### config.mk
export PLATFORM = sky130hd
export DESIGN_NAME = conv_window_loader
export DESIGN_NICKNAME = d
export VERILOG_FILES = /design/src/rtl/conv_pkg.sv /design/src/rtl/conv_rc_counter.sv /design/src/rtl/conv_window_loader.sv
export SDC_FILE = /design/constraint.sdc
export NUM_CORES = 1
export LEC_CHECK = 0
export CAP_MARGIN = 20
export CORE_ASPECT_RATIO = 0.9
export CORE_MARGIN = 3
export CORE_UTILIZATION = 53
export DETAILED_ROUTE_END_ITERATION = 10
export HOLD_SLACK_MARGIN = 0.05
export PLACE_DENSITY = 0.92
export SETUP_SLACK_MARGIN = 0.4
export SLEW_MARGIN = 20
export SYNTH_ARGS = -nofsm -noshare
export SYNTH_HDL_FRONTEND = slang
export SYNTH_HIERARCHICAL = 1
export SYNTH_SLANG_ARGS = --single-unit
### constraint.sdc
create_clock -name clk -period 5.93 [get_ports clk]
set_input_delay 0.593 -clock clk [delete_from_list [all_inputs] [get_ports clk]]
set_output_delay 0.593 -clock clk [all_outputs]
set_load 0.01 [all_outputs]
### src/rtl/conv_pkg.sv
// conv_pkg: shared definitions for the convolution datapath.
//   DATA_W   - bits per pixel/kernel element
//   MAX_N    - largest supported matrix dimension
//   VEC_W    - width of a packed 5-column window vector
//   SIZE_*   - matrix_size encodings (N = code + 2)
//   state_t  - loader FSM states
//   idx()    - linear slot of element (r,c) in the 5-column layout
package conv_pkg;

    localparam int DATA_W = 8;
    localparam int MAX_N  = 5;
    localparam int VEC_W  = MAX_N * MAX_N * DATA_W;

    localparam logic [1:0] SIZE_2X2 = 2'b00;
    localparam logic [1:0] SIZE_3X3 = 2'b01;
    localparam logic [1:0] SIZE_4X4 = 2'b10;
    localparam logic [1:0] SIZE_5X5 = 2'b11;

    typedef enum logic [1:0] {
        IDLE   = 2'd0,
        LOAD_K = 2'd1,
        LOAD_P = 2'd2,
        DONE   = 2'd3
    } state_t;

    // The layout always uses a stride of 5 columns, whatever N is, so the
    // convolution stage can address elements without knowing the size.
    function automatic logic [4:0] idx(input logic [2:0] r, input logic [2:0] c);
        return ({2'b00, r} * 5'd5) + {2'b00, c};
    endfunction

endpackage

### src/rtl/conv_rc_counter.sv
// conv_rc_counter: row/column walker over an N x N window, row-major.
//   clk, rst_n  - clock, asynchronous active-low reset
//   n_i         - current matrix dimension (2..5)
//   adv_i       - advance one element
//   clr_i       - force back to (0,0); wins over adv_i
//   row_o/col_o - current element position
//   last_o      - current position is (N-1, N-1)
module conv_rc_counter (
    input  logic       clk,
    input  logic       rst_n,
    input  logic [2:0] n_i,
    input  logic       adv_i,
    input  logic       clr_i,
    output logic [2:0] row_o,
    output logic [2:0] col_o,
    output logic       last_o
);

    logic [2:0] row_q, row_d;
    logic [2:0] col_q, col_d;
    logic       col_end;

    assign col_end = (col_q == n_i - 3'd1);
    assign last_o  = col_end && (row_q == n_i - 3'd1);
    assign row_o   = row_q;
    assign col_o   = col_q;

    always_comb begin
        row_d = row_q;
        col_d = col_q;
        if (clr_i) begin
            row_d = '0;
            col_d = '0;
        end else if (adv_i) begin
            if (last_o) begin
                // wrap so the next load phase starts at (0,0)
                row_d = '0;
                col_d = '0;
            end else if (col_end) begin
                row_d = row_q + 3'd1;
                col_d = '0;
            end else begin
                col_d = col_q + 3'd1;
            end
        end
    end

    always_ff @(posedge clk or negedge rst_n) begin
        if (!rst_n) begin
            row_q <= '0;
            col_q <= '0;
        end else begin
            row_q <= row_d;
            col_q <= col_d;
        end
    end

endmodule

### src/rtl/conv_window_loader.sv
// conv_window_loader: packs a row-major byte stream (kernel then pixels)
// into 5-column linear vectors for the convolution stage.
//   clk, rst_n              - clock, asynchronous active-low reset
//   start, matrix_size,
//   reuse_kernel            - load request, sampled in IDLE only
//   in_data/in_valid/in_ready - input byte stream handshake
//   pixel_out/kernel_out/size_out/out_valid/out_ready - packed window handshake
//   busy                    - loader not idle
module conv_window_loader
    import conv_pkg::*;
(
    input  logic              clk,
    input  logic              rst_n,
    input  logic              start,
    input  logic [1:0]        matrix_size,
    input  logic              reuse_kernel,
    input  logic [DATA_W-1:0] in_data,
    input  logic              in_valid,
    output logic              in_ready,
    output logic [VEC_W-1:0]  pixel_out,
    output logic [VEC_W-1:0]  kernel_out,
    output logic [1:0]        size_out,
    output logic              out_valid,
    input  logic              out_ready,
    output logic              busy
);

    state_t             state_q, state_d;
    logic [1:0]         size_q, size_d;
    logic [VEC_W-1:0]   kern_q, kern_d;
    logic [VEC_W-1:0]   pix_q, pix_d;

    logic [2:0]         n;
    logic [2:0]         row, col;
    logic               last;
    logic               beat;
    logic               cnt_clr;
    logic [7:0]         bit_base;

    assign n        = {1'b0, size_q} + 3'd2;
    assign in_ready = (state_q == LOAD_K) || (state_q == LOAD_P);
    assign beat     = in_valid && in_ready;
    assign bit_base = {idx(row, col), 3'b000};

    // One counter serves both load phases; it wraps to (0,0) on the last
    // kernel beat, so the pixel phase starts clean without an extra clear.
    conv_rc_counter u_rc (
        .clk    (clk),
        .rst_n  (rst_n),
        .n_i    (n),
        .adv_i  (beat),
        .clr_i  (cnt_clr),
        .row_o  (row),
        .col_o  (col),
        .last_o (last)
    );

    always_comb begin
        state_d = state_q;
        size_d  = size_q;
        kern_d  = kern_q;
        pix_d   = pix_q;
        cnt_clr = 1'b0;
        case (state_q)
            IDLE: begin
                if (start) begin
                    cnt_clr = 1'b1;
                    // Whole-vector clears keep slots outside the new N x N
                    // window at zero after a larger previous window.
                    pix_d   = '0;
                    if (reuse_kernel) begin
                        state_d = LOAD_P;
                    end else begin
                        size_d  = matrix_size;
                        kern_d  = '0;
                        state_d = LOAD_K;
                    end
                end
            end
            LOAD_K: begin
                if (beat) begin
                    kern_d[bit_base +: DATA_W] = in_data;
                    if (last) state_d = LOAD_P;
                end
            end
            LOAD_P: begin
                if (beat) begin
                    pix_d[bit_base +: DATA_W] = in_data;
                    if (last) state_d = DONE;
                end
            end
            DONE: begin
                if (out_ready) state_d = IDLE;
            end
            default: state_d = IDLE;
        endcase
    end

    always_ff @(posedge clk or negedge rst_n) begin
        if (!rst_n) begin
            state_q <= IDLE;
            size_q  <= SIZE_2X2;
            kern_q  <= '0;
            pix_q   <= '0;
        end else begin
            state_q <= state_d;
            size_q  <= size_d;
            kern_q  <= kern_d;
            pix_q   <= pix_d;
        end
    end

    assign pixel_out  = pix_q;
    assign kernel_out = kern_q;
    assign size_out   = size_q;
    assign out_valid  = (state_q == DONE);
    assign busy       = (state_q != IDLE);

endmodule

Yosys cells after proc, flatten, opt, wreduce, memory -nomap -nowiden
Cells that the tools add are included.
- register bits after elaboration: 410
- input bits: 16
- output and inout port bits: 405
- logic and storage cells: 69
- $add $sub $neg: 6
- multipliers: 1
- equality and inequality tests: 12
- shift operators: 2
- muxes and demuxes: 27
- bitwise logic cells: 1
- reduce and logical (&&, ||, !) cells: 14
- operators by type and width (cell ; count):
    $mux 200 ; 5
    $pmux 200 s2 ; 2
    $bwmux 200 ; 2
    $shift 8x10->200 const A ; 1
    $shiftx 8x10->200 ; 1
    $mux 3 ; 8
    $mux 2 ; 7
    $ne 2x2->1 const B ; 6
    $neg 8->10 ; 1
    $pmux 2 s4 ; 1
    $reduce_bool 2->1 ; 4
    $add 3x1->3 const B ; 2
    $eq 3x3->1 ; 2
    $reduce_and 3->1 ; 2
    $reduce_and 6->1 ; 1
    $add 5x3->5 ; 1
    $mul 3x3->5 const B ; 1
    $eq 2x2->1 const B ; 2
    $reduce_and 4->1 ; 1
    $add 2x2->3 const B ; 1
    $reduce_bool 3->1 ; 1
    $sub 3x1->3 const B ; 1
    $eq 2x1->1 const B ; 1
    $logic_and 1x1->1 ; 2
    other kinds (6) ; 7

Logic depth before layout (Yosys ltp)
- depth after elaboration: 7
- gate-level depth with buffers: 12
- gate-level depth less buffers: 10

By module
Netlist, hierarchy kept.
- modules (own cells, without submodules) (module ; instances ; cells each ; area an instance (sq um) ; seq. area each (sq um)):
    conv_window_loader ; 1 ; 1292 ; 16072.9 ; 10109.7
    conv_rc_counter ; 1 ; 49 ; 455.4 ; 150.1

Worst setup path before layout
OpenSTA, ideal clock, no wires.
- path type: reg2reg
- from: reg u_rc.row_q[0], in the netlist u_rc/row_o[0]
- to: reg kern_q[152], in the netlist kernel_out[152]
- library setup time: 129 ps
- arrival time: 3075 ps
- required time: 5801 ps
- slack: 2726 ps
- cell stages (with the launch flop): 12
- buffers on the path: 2
- clock period less this slack: 3204 ps
- cell sequence: dfrtp_1 -> ha_1 -> ha_1 -> fa_1 -> xnor2_2 -> o21ai_0 -> a22oi_2 -> buf_2 -> nand3_1 -> a21o_1 -> clkbuf_1 -> o2bb2ai_1
- word-level cells in the longest chain between the ends: 7
- elaborated cells between the ends (all ways): 8
- those cells by class: add/sub: 2; mul: 1; shift: 2; mux: 3
- RTL lines (what ; line ; text):
    start, declared ; conv_rc_counter.sv:19 ; logic [2:0] row_q, row_d;
    start signal, assigned ; conv_rc_counter.sv:53 ; row_q <= row_d;
    $mul 3x3->5 (*) ; conv_pkg.sv:29 ; return ({2'b00, r} * 5'd5) + {2'b00, c};
    $add 5x3->5 (*) ; conv_pkg.sv:29 ;
    $neg 8->10 (*) ; conv_window_loader.sv:82 ; kern_d[bit_base +: DATA_W] = in_data;
    $shiftx 8x10->200 / $shift 8x10->200 (equally long branches) ; conv_window_loader.sv:82 ;
    $bwmux 200 (*) ; conv_window_loader.sv:82 ;
    $mux 200 (*) ; conv_window_loader.sv:81 ; if (beat) begin
    $pmux 200 s2 (*) ; conv_window_loader.sv:64 ; case (state_q)
    end signal, assigned ; conv_window_loader.sv:108 ; kern_q <= kern_d;
    end, declared ; conv_window_loader.sv:30 ; logic [VEC_W-1:0] kern_q, kern_d;
Mark *: on every way between the ends. The rest lies on a longest branch, timed or not. The select of a mux whose other input is x is not followed.
A chain may end at the register's enable or synchronous reset.

Worst setup path in the final report
- from: reg u_rc.row_q[0], in the netlist u_rc/row_o[0]
- to: reg pix_q[6], in the netlist pixel_out[6]
- word-level cells in the longest chain between the ends: 7
- elaborated cells between the ends (all ways): 8
- those cells by class: add/sub: 2; mul: 1; shift: 2; mux: 3
- RTL lines (what ; line ; text):
    $mul 3x3->5 (*) ; conv_pkg.sv:29 ;
    $add 5x3->5 (*) ; conv_pkg.sv:29 ;
    $neg 8->10 (*) ; conv_window_loader.sv:88 ; pix_d[bit_base +: DATA_W] = in_data;
    $shiftx 8x10->200 / $shift 8x10->200 (equally long branches) ; conv_window_loader.sv:88 ;
    $bwmux 200 (*) ; conv_window_loader.sv:88 ;
    $mux 200 (*) ; conv_window_loader.sv:87 ; if (beat) begin
    $pmux 200 s2 (*) ; conv_window_loader.sv:64 ;
    end signal, assigned ; conv_window_loader.sv:109 ; pix_q <= pix_d;
    end, declared ; conv_window_loader.sv:31 ; logic [VEC_W-1:0] pix_q, pix_d;
Marked as above.

==> impl_metrics.yaml <==
final_layout:
  layout.nets: 1724
  diodes: 0
  fillers: 1945
  seq_area_um2: 10300
  final_cell_mix: "419 x clkdlybuf4s50_1, 410 x dfrtp_1, 208 x o2bb2ai_1, 129 x nand2_1, 96 x a32o_1"
  multiInputGateArea_um2: 5680
  drive_gt1_share_pct: 7.09
  syn2layout_area_growth_pct: 34.6
  final_common_cell: "clkdlybuf4s50_1"
critical_path:
  crit_type: "flip-flop to flip-flop"
  worstPathMaxFanout: 18
  critical_path_arrival_ps: 4700
  cp-start-kind: "flip-flop"
  critPathCaptureType: "flip-flop"
  worstPathRequired_ps: 6370
sta:
  period_needed_ps: 4260
  finalMaxSlewViolations: 0
  finalSetupViolations: 0
  fin_skew_ps: 30.5
  timing.hold.ws_ps: 53.0
  worst_pin_slew_ps: 999
  finalCritPeriodShare_pct: 71.9
  timing_hold_violations_final: 0
  max_slew_margin_pct: 33.2
  grt_setup_unrepaired: "false"
  tns_ps: 0
  timing.fmax_mhz: 235
clock_tree:
  cts.sinks: 410
  ctsLongestPathBuffers: 3
  cts_tree: "done"
  clkTransAtPathRegs_ps: 70
  hold_buffers: 0
  cts_setup_buffers: 0
  numCtsBuffers: 41
  cts.repair.resized: 0
  htreeDepth: 2
  insertion_delay_ps: 540
  clock-root-buffer: "clkbuf_16"
outcome:
  status: "complete, no violations"
min_path:
  hold_class: "input port to async pin"
synthesis:
  ys.flop_type: "dfrtp_1"
  synthMuxAreaShare_pct: 0.379
  syn_inst: 1341
  yosysWarnings: 6
  synth-compound-area-share_pct: 24.8
  syn_area_um2: 16500
  seq_area_frac_synth_pct: 62.1
  synth_top_family_by_area: "compound AO/OA/AOI/OAI gates"
  syn_nets: 1374
  synth_fa_ha_area_share_pct: 1.33
  synth_xor_area_share_pct: 0.553
  synth_simple_gate_area_share_pct: 7.15
  synth-seq-cells: 410
  synth-edff-count: 0
  synthDistinctLibCells: 66
  avgSynthCellArea_um2: 12.3
  async_reset_ff_share_pct: 100
die:
  dieArea_um2: 33300
  row_count: 60
  core-area_um2: 30300
  num_io_pins: 421
  fp.dieH_um: 174
  start_util_pct: 54.5
  die_width_um: 192
pwr:
  clkPwrFrac_pct: 23.6
  p_leak_nw: 9.36
  power_density_nw_per_um2: 495
  p_switching_mw: 4.97
  sw_frac_of_total_pct: 45.1
  power_frac_seq_pct: 30.3
  power_frac_comb_pct: 46.1
  p_int_mw: 6.04
  vdd_drop_max_mv: 0.368
global_routing:
  grt_start_max_net_pins: 162
  antenna_found_initial: 0
  grt_first_pass_wirelength_um: 89600
  gr-total-overflow: 0
  grt_pass1_vias: 14600
  grtUsageTotal_pct: 34.9
routing:
  num_vias: 14100
  first_iter_violations: 1359
  dr.pass1.iters: 5
  drt-total-wl_um: 59200
  drc: 0
  drt-vias-per-instance: 6.64
  wl_per_cell_um: 27.9
  drtAntennaViolNets: 0
placed_design:
  gp_congestion: 0.909
  io_buffers: 420
  hpwl_um: 39400
run:
  max_cap_viol_count: 0
-- cell usage after synthesis (3+ instances only) --
library cell,instances,area [um2]
a22o_1,16,140
clkbuf_1,84,315
a21o_1,32,240
a31o_2,6,52.6
dfrtp_1,410,10300
buf_1,21,78.8
ha_1,16,200
o21ai_0,58,290
nor2_1,22,82.6
o2bb2ai_1,208,1820
inv_1,24,90.1
a32o_1,96,961
nand2_1,129,484
a22oi_1,9,67.6
mux2i_1,4,40.0
a21oi_1,10,50.1
nand3_1,30,150
o211ai_1,9,67.6
xor2_1,4,35.0
nand3_2,6,60.1
and2_1,10,62.6
o22ai_1,34,213
buf_2,23,115
o221ai_1,3,26.3
nor2b_1,3,18.8
a31oi_1,7,43.8
and3_1,14,87.6
nand2b_1,5,31.3
-- worst paths after layout --
kind / to / start / cells past startpoint / slack (ps)
min: pixel_out[119] / rst_n / 1 / 50
min reg2reg: pixel_out[146] / pixel_out[146] / 2 / 480
max in group asynchronous: kernel_out[154] / rst_n / 2 / 4550
min in group clk: pixel_out[146] / pixel_out[146] / 2 / 480
max: pixel_out[6] / u_rc/row_o[0] / 9 / 1670
max reg2reg: pixel_out[6] / u_rc/row_o[0] / 9 / 1670
-- power by group through the flow --
stage	clock network (mW)	registers [mW]	logic (mW)
finish	2.60	3.34	5.07
global route	2.74	3.37	5.37
CTS	2.62	3.33	4.97
detailed placement	0	3.36	4.91
global placement	0	3.35	4.80
floorplan	0	3.45	2.95
-- final cells by class --
type	instances	area share, %
clock inverters	15	0.557
repair buffers	437	19.6
multi-input cells	777	25.5
flip-flops and latches	410	46.1
well taps	403	2.27
inverters	24	0.405
clock buffers	58	5.53
-- metal layers --
| metal | vias up | wire [um] | part of all wire [%] | global-route usage, % |
|---|---|---|---|---|
| met5 | - | 0 | 0 | 0 |
| met3 | 235 | 6820 | 12 | 10.8 |
| met1 | 7085 | 21100 | 36 | 43.6 |
| li1 | 5778 | - | - | - |
| met2 | 1000 | 27800 | 47 | 54.5 |
| met4 | 0 | 3480 | 5.9 | 18.4 |
-- registers in the layout, indices dropped and copies added (netlist names) --
signal	count
pixel_out	200
state_q	2
u_rc/col_o	3
u_rc/row_o	3
kernel_out	200
size_out	2
-- worst max-delay path: stages (launching register included) --
cell and delay, ps:
dfrtp_1 450, ha_1 320, ha_1 310, fa_1 440, xnor2_2 570, nand3_1 170
nand4b_1 750, nor2_1 780, a22oi_1 160, o21ai_0 220
-- kinds of logic after synthesis --
family / count (synthesis)
XOR/XNOR: 8
flip-flops: 410
AO/OA/AOI/OAI: 502
AND/OR/NAND/NOR: 244
multiplexers: 6
buffers and inverters: 154
adder cells (fa/ha/maj): 17
-- through the flow --
step	worst slack [ps]	power, mW	utilization [%]	instance area [um2]	cells
after CTS	1770	10.9	73.3	22200	2124
after global placement	1890	8.15	68.9	20900	2051
after floorplan	2730	6.40	-	16500	1341
after detailed placement	1840	8.28	68.9	20900	2051
after global routing	1470	11.5	73.3	22200	2124
final	1670	11.0	73.3	22200	2124
Power figures use the tool's default switching activity.
==> RTL change: new RTL, same settings <==
Reset style: synchronous (`rst_n`), changed in 2 clocked blocks. Comments in the files are not updated.
--- a/src/rtl/conv_rc_counter.sv
+++ b/src/rtl/conv_rc_counter.sv
@@ -45,7 +45,7 @@
         end
     end
 
-    always_ff @(posedge clk or negedge rst_n) begin
+    always_ff @(posedge clk) begin
         if (!rst_n) begin
             row_q <= '0;
             col_q <= '0;
--- a/src/rtl/conv_window_loader.sv
+++ b/src/rtl/conv_window_loader.sv
@@ -96,7 +96,7 @@
         endcase
     end
 
-    always_ff @(posedge clk or negedge rst_n) begin
+    always_ff @(posedge clk) begin
         if (!rst_n) begin
             state_q <= IDLE;
             size_q  <= SIZE_2X2;
Function: differs if rst_n is asserted again (counterexample within 4 cycles, from zero or initial values and one cycle with rst_n low); with rst_n held inactive, the same outputs for 4 cycles.
==> RTL change against the unedited design <==
First-iteration DRC count grew 31%; highest routed layer unchanged; synthesized cell count rose by 15%; hold slack improved by 0.40 ns; fmax is 4.9% lower; cell area fell by 3.0%; critical path depth shrank 1; area after synthesis fell by 4.9%; worst setup slack worse by 0.22 ns; sequential cell count stayed put; wire length grew 4.0%; sequential share of layout area is 8.1 points lower.
Power is not compared: it rests on default switching activity, and its combinational part moved more than twofold at a synthesized area within 25%.
==> RTL change: results (changes against the unedited design) <==
Power
  – Worst IR Drop VDD: 0.2446 mV
  – Leak: 7.505 nW

Clocking
  – H-tree Lvls: 2 (unchanged)
  – Root Buffer: clkbuf_16
  – # resized after CTS: 0 (unchanged)
  – Worst-Skew Late Latency: 0.53 ns
  – Total CTS buffers: 41 (unchanged)
  – Deepest clock path buffer count: 3 (unchanged)
  – Setup bufs post-CTS: 0 (unchanged)
  – Clock transition at the registers of the reported paths: 0.06 ns

Detailed routing
  – Met1 wire length: 23280 um (+10%)
  – Top layer in use: met4
  – Met2 WL: 27360 um (-1.6%)
  – Met3 Wirelength: 7541 um (+11%)
  – Detailed-route via count: 15560 (+10%)
  – Iteration count of the initial detailed-routing pass: 7 (+2)
  – WL per Instance: 26.35 um (-5.5%)
  – Drt first-iter violations: 1787 (+31%)

Placed design
  – Final HPWL DP: 41130 um (+4.5%)
  – Post-DP Area: 20100 um^2 (-3.8%)
  – Port bufs: 420 (unchanged)
  – Gp weighted congestion: 0.9359 (+2.9%)
  – Dpl ws: 1.706 ns (-0.1387 ns)

Setup path
  – Worst stage delay on the critical path: 0.99 ns (+0.21 ns)
  – R2R Setup Slk: 1.45 ns (-0.22 ns)
  – CP top delay family: compound AO/OA/AOI/OAI gates
  – Critical path's slowest cell: a2111oi_0
  – Crit path max fanout: 16 (-2)

Cells and area
  – Post-route non-filler standard cell count: 2336 (+10%)
  – Fill count: 1958 (+0.67%)
  – ANT cells: 0 (unchanged)
  – Layout cell share with drive strength beyond 1: 0.07680 (+0.005915)
  – Layout Nets: 1942 (+13%)

Logic synthesis
  – Post-synthesis sequential area ratio: 0.5221 (-0.09866)
  – Gate Count Post-Synth: 1544 (+15%)
  – Top cells by count, synth: dfxtp_1 (410), nand2_1 (127), a22o_1 (116)
  – Top cells by area, synth: dfxtp_1 (52%), a22o_1 (6.5%), a32o_1 (5.0%), o2bb2ai_1 (4.8%), o211ai_1 (3.1%)
  – Syn nets: 1577 (+15%)
  – Cell variety after synth: 75 (+14%)
  – Post-synth ARST share: 0 (-1.000)
  – Synth warnings: 6 (unchanged)

Global routing
  – Largest net degree at the start of global routing: 73 (-55%)
  – Antenna violations before repair: 0 (unchanged)
  – GRT Total Usage: 0.3616 (+0.01285)
  – Vias in the first global route: 14930 (+2.3%)
  – First-pass GRT wire length: 91050 um (+1.6%)
  – Met1 Track Usage GR: 0.4624 (+0.02630)
  – Met3 Usage GRT: 0.1045 (-0.003868)
  – Met2 usage: 0.5654 (+0.02023)

STA
  – Slew margin rel.: 0.2129 (-0.1192)
  – Minimum clock period: 4.482 ns (+0.2194 ns)
  – Hold WS: 0.4500 ns (+0.3970 ns)
  – Setup Skew: 0.009962 ns (-0.02053 ns)

Status
  – Status: completed

Min path
  – HP Class: flop to flop
[RTL change: changes by cell type in the layout (fill, tap and decap cells not counted), moves of 27 or more]
cell / before / now
o211ai_1: 9 / 65
dfrtp_1: 410 / 0
nor2_1: 22 / 62
nand3_1: 30 / 57
dfxtp_1: 0 / 410
a22o_1: 16 / 116
o2bb2ai_1: 208 / 87
[RTL change: power by group]
part           internal [mW]  switching, mW
Clock                   1.66           1.10
Sequential              2.77         0.0164
Combinational          0.284           1.12
[RTL change: final cells by class]
cell class	count	area, um^2	area share
Tap cell	396	495.5	0.02296
Inverter	46	172.7	0.008001
Timing Repair Buffer	446	4398	0.2038
Multi-Input combinational cell	964	6870	0.3184
Clock buffer	58	1222	0.05665
Clock inverter	16	212.7	0.009857
Sequential cell	410	8208	0.3804
[RTL change: final timing paths]
check	start	to	cells past startpoint
worst max-delay path	u_rc/row_o[2]$_SDFFE_PP0P_	kernel_out[60]$_SDFFE_PN0P_	8
worst min-delay path	pixel_out[119]$_SDFFE_PN0P_	pixel_out[119]$_SDFFE_PN0P_	2
worst max register to register	u_rc/row_o[2]$_SDFFE_PP0P_	kernel_out[60]$_SDFFE_PN0P_	8
worst min register to register	pixel_out[119]$_SDFFE_PN0P_	pixel_out[119]$_SDFFE_PN0P_	2
[RTL change: logic make-up (layout without fill, tap and decap cells)]
| kind of cell | after synthesis | in the layout | share of synthesized area |
|---|---|---|---|
| fa+ha+maj | 17 | 17 | 0.01401 |
| buf+inv | 170 | 566 | 0.04552 |
| flops | 410 | 410 | 0.5221 |
| simple gates | 363 | 363 | 0.1195 |
| compound gates | 559 | 559 | 0.2817 |
| mux | 9 | 9 | 0.006048 |
| xor+xnor | 16 | 16 | 0.01122 |
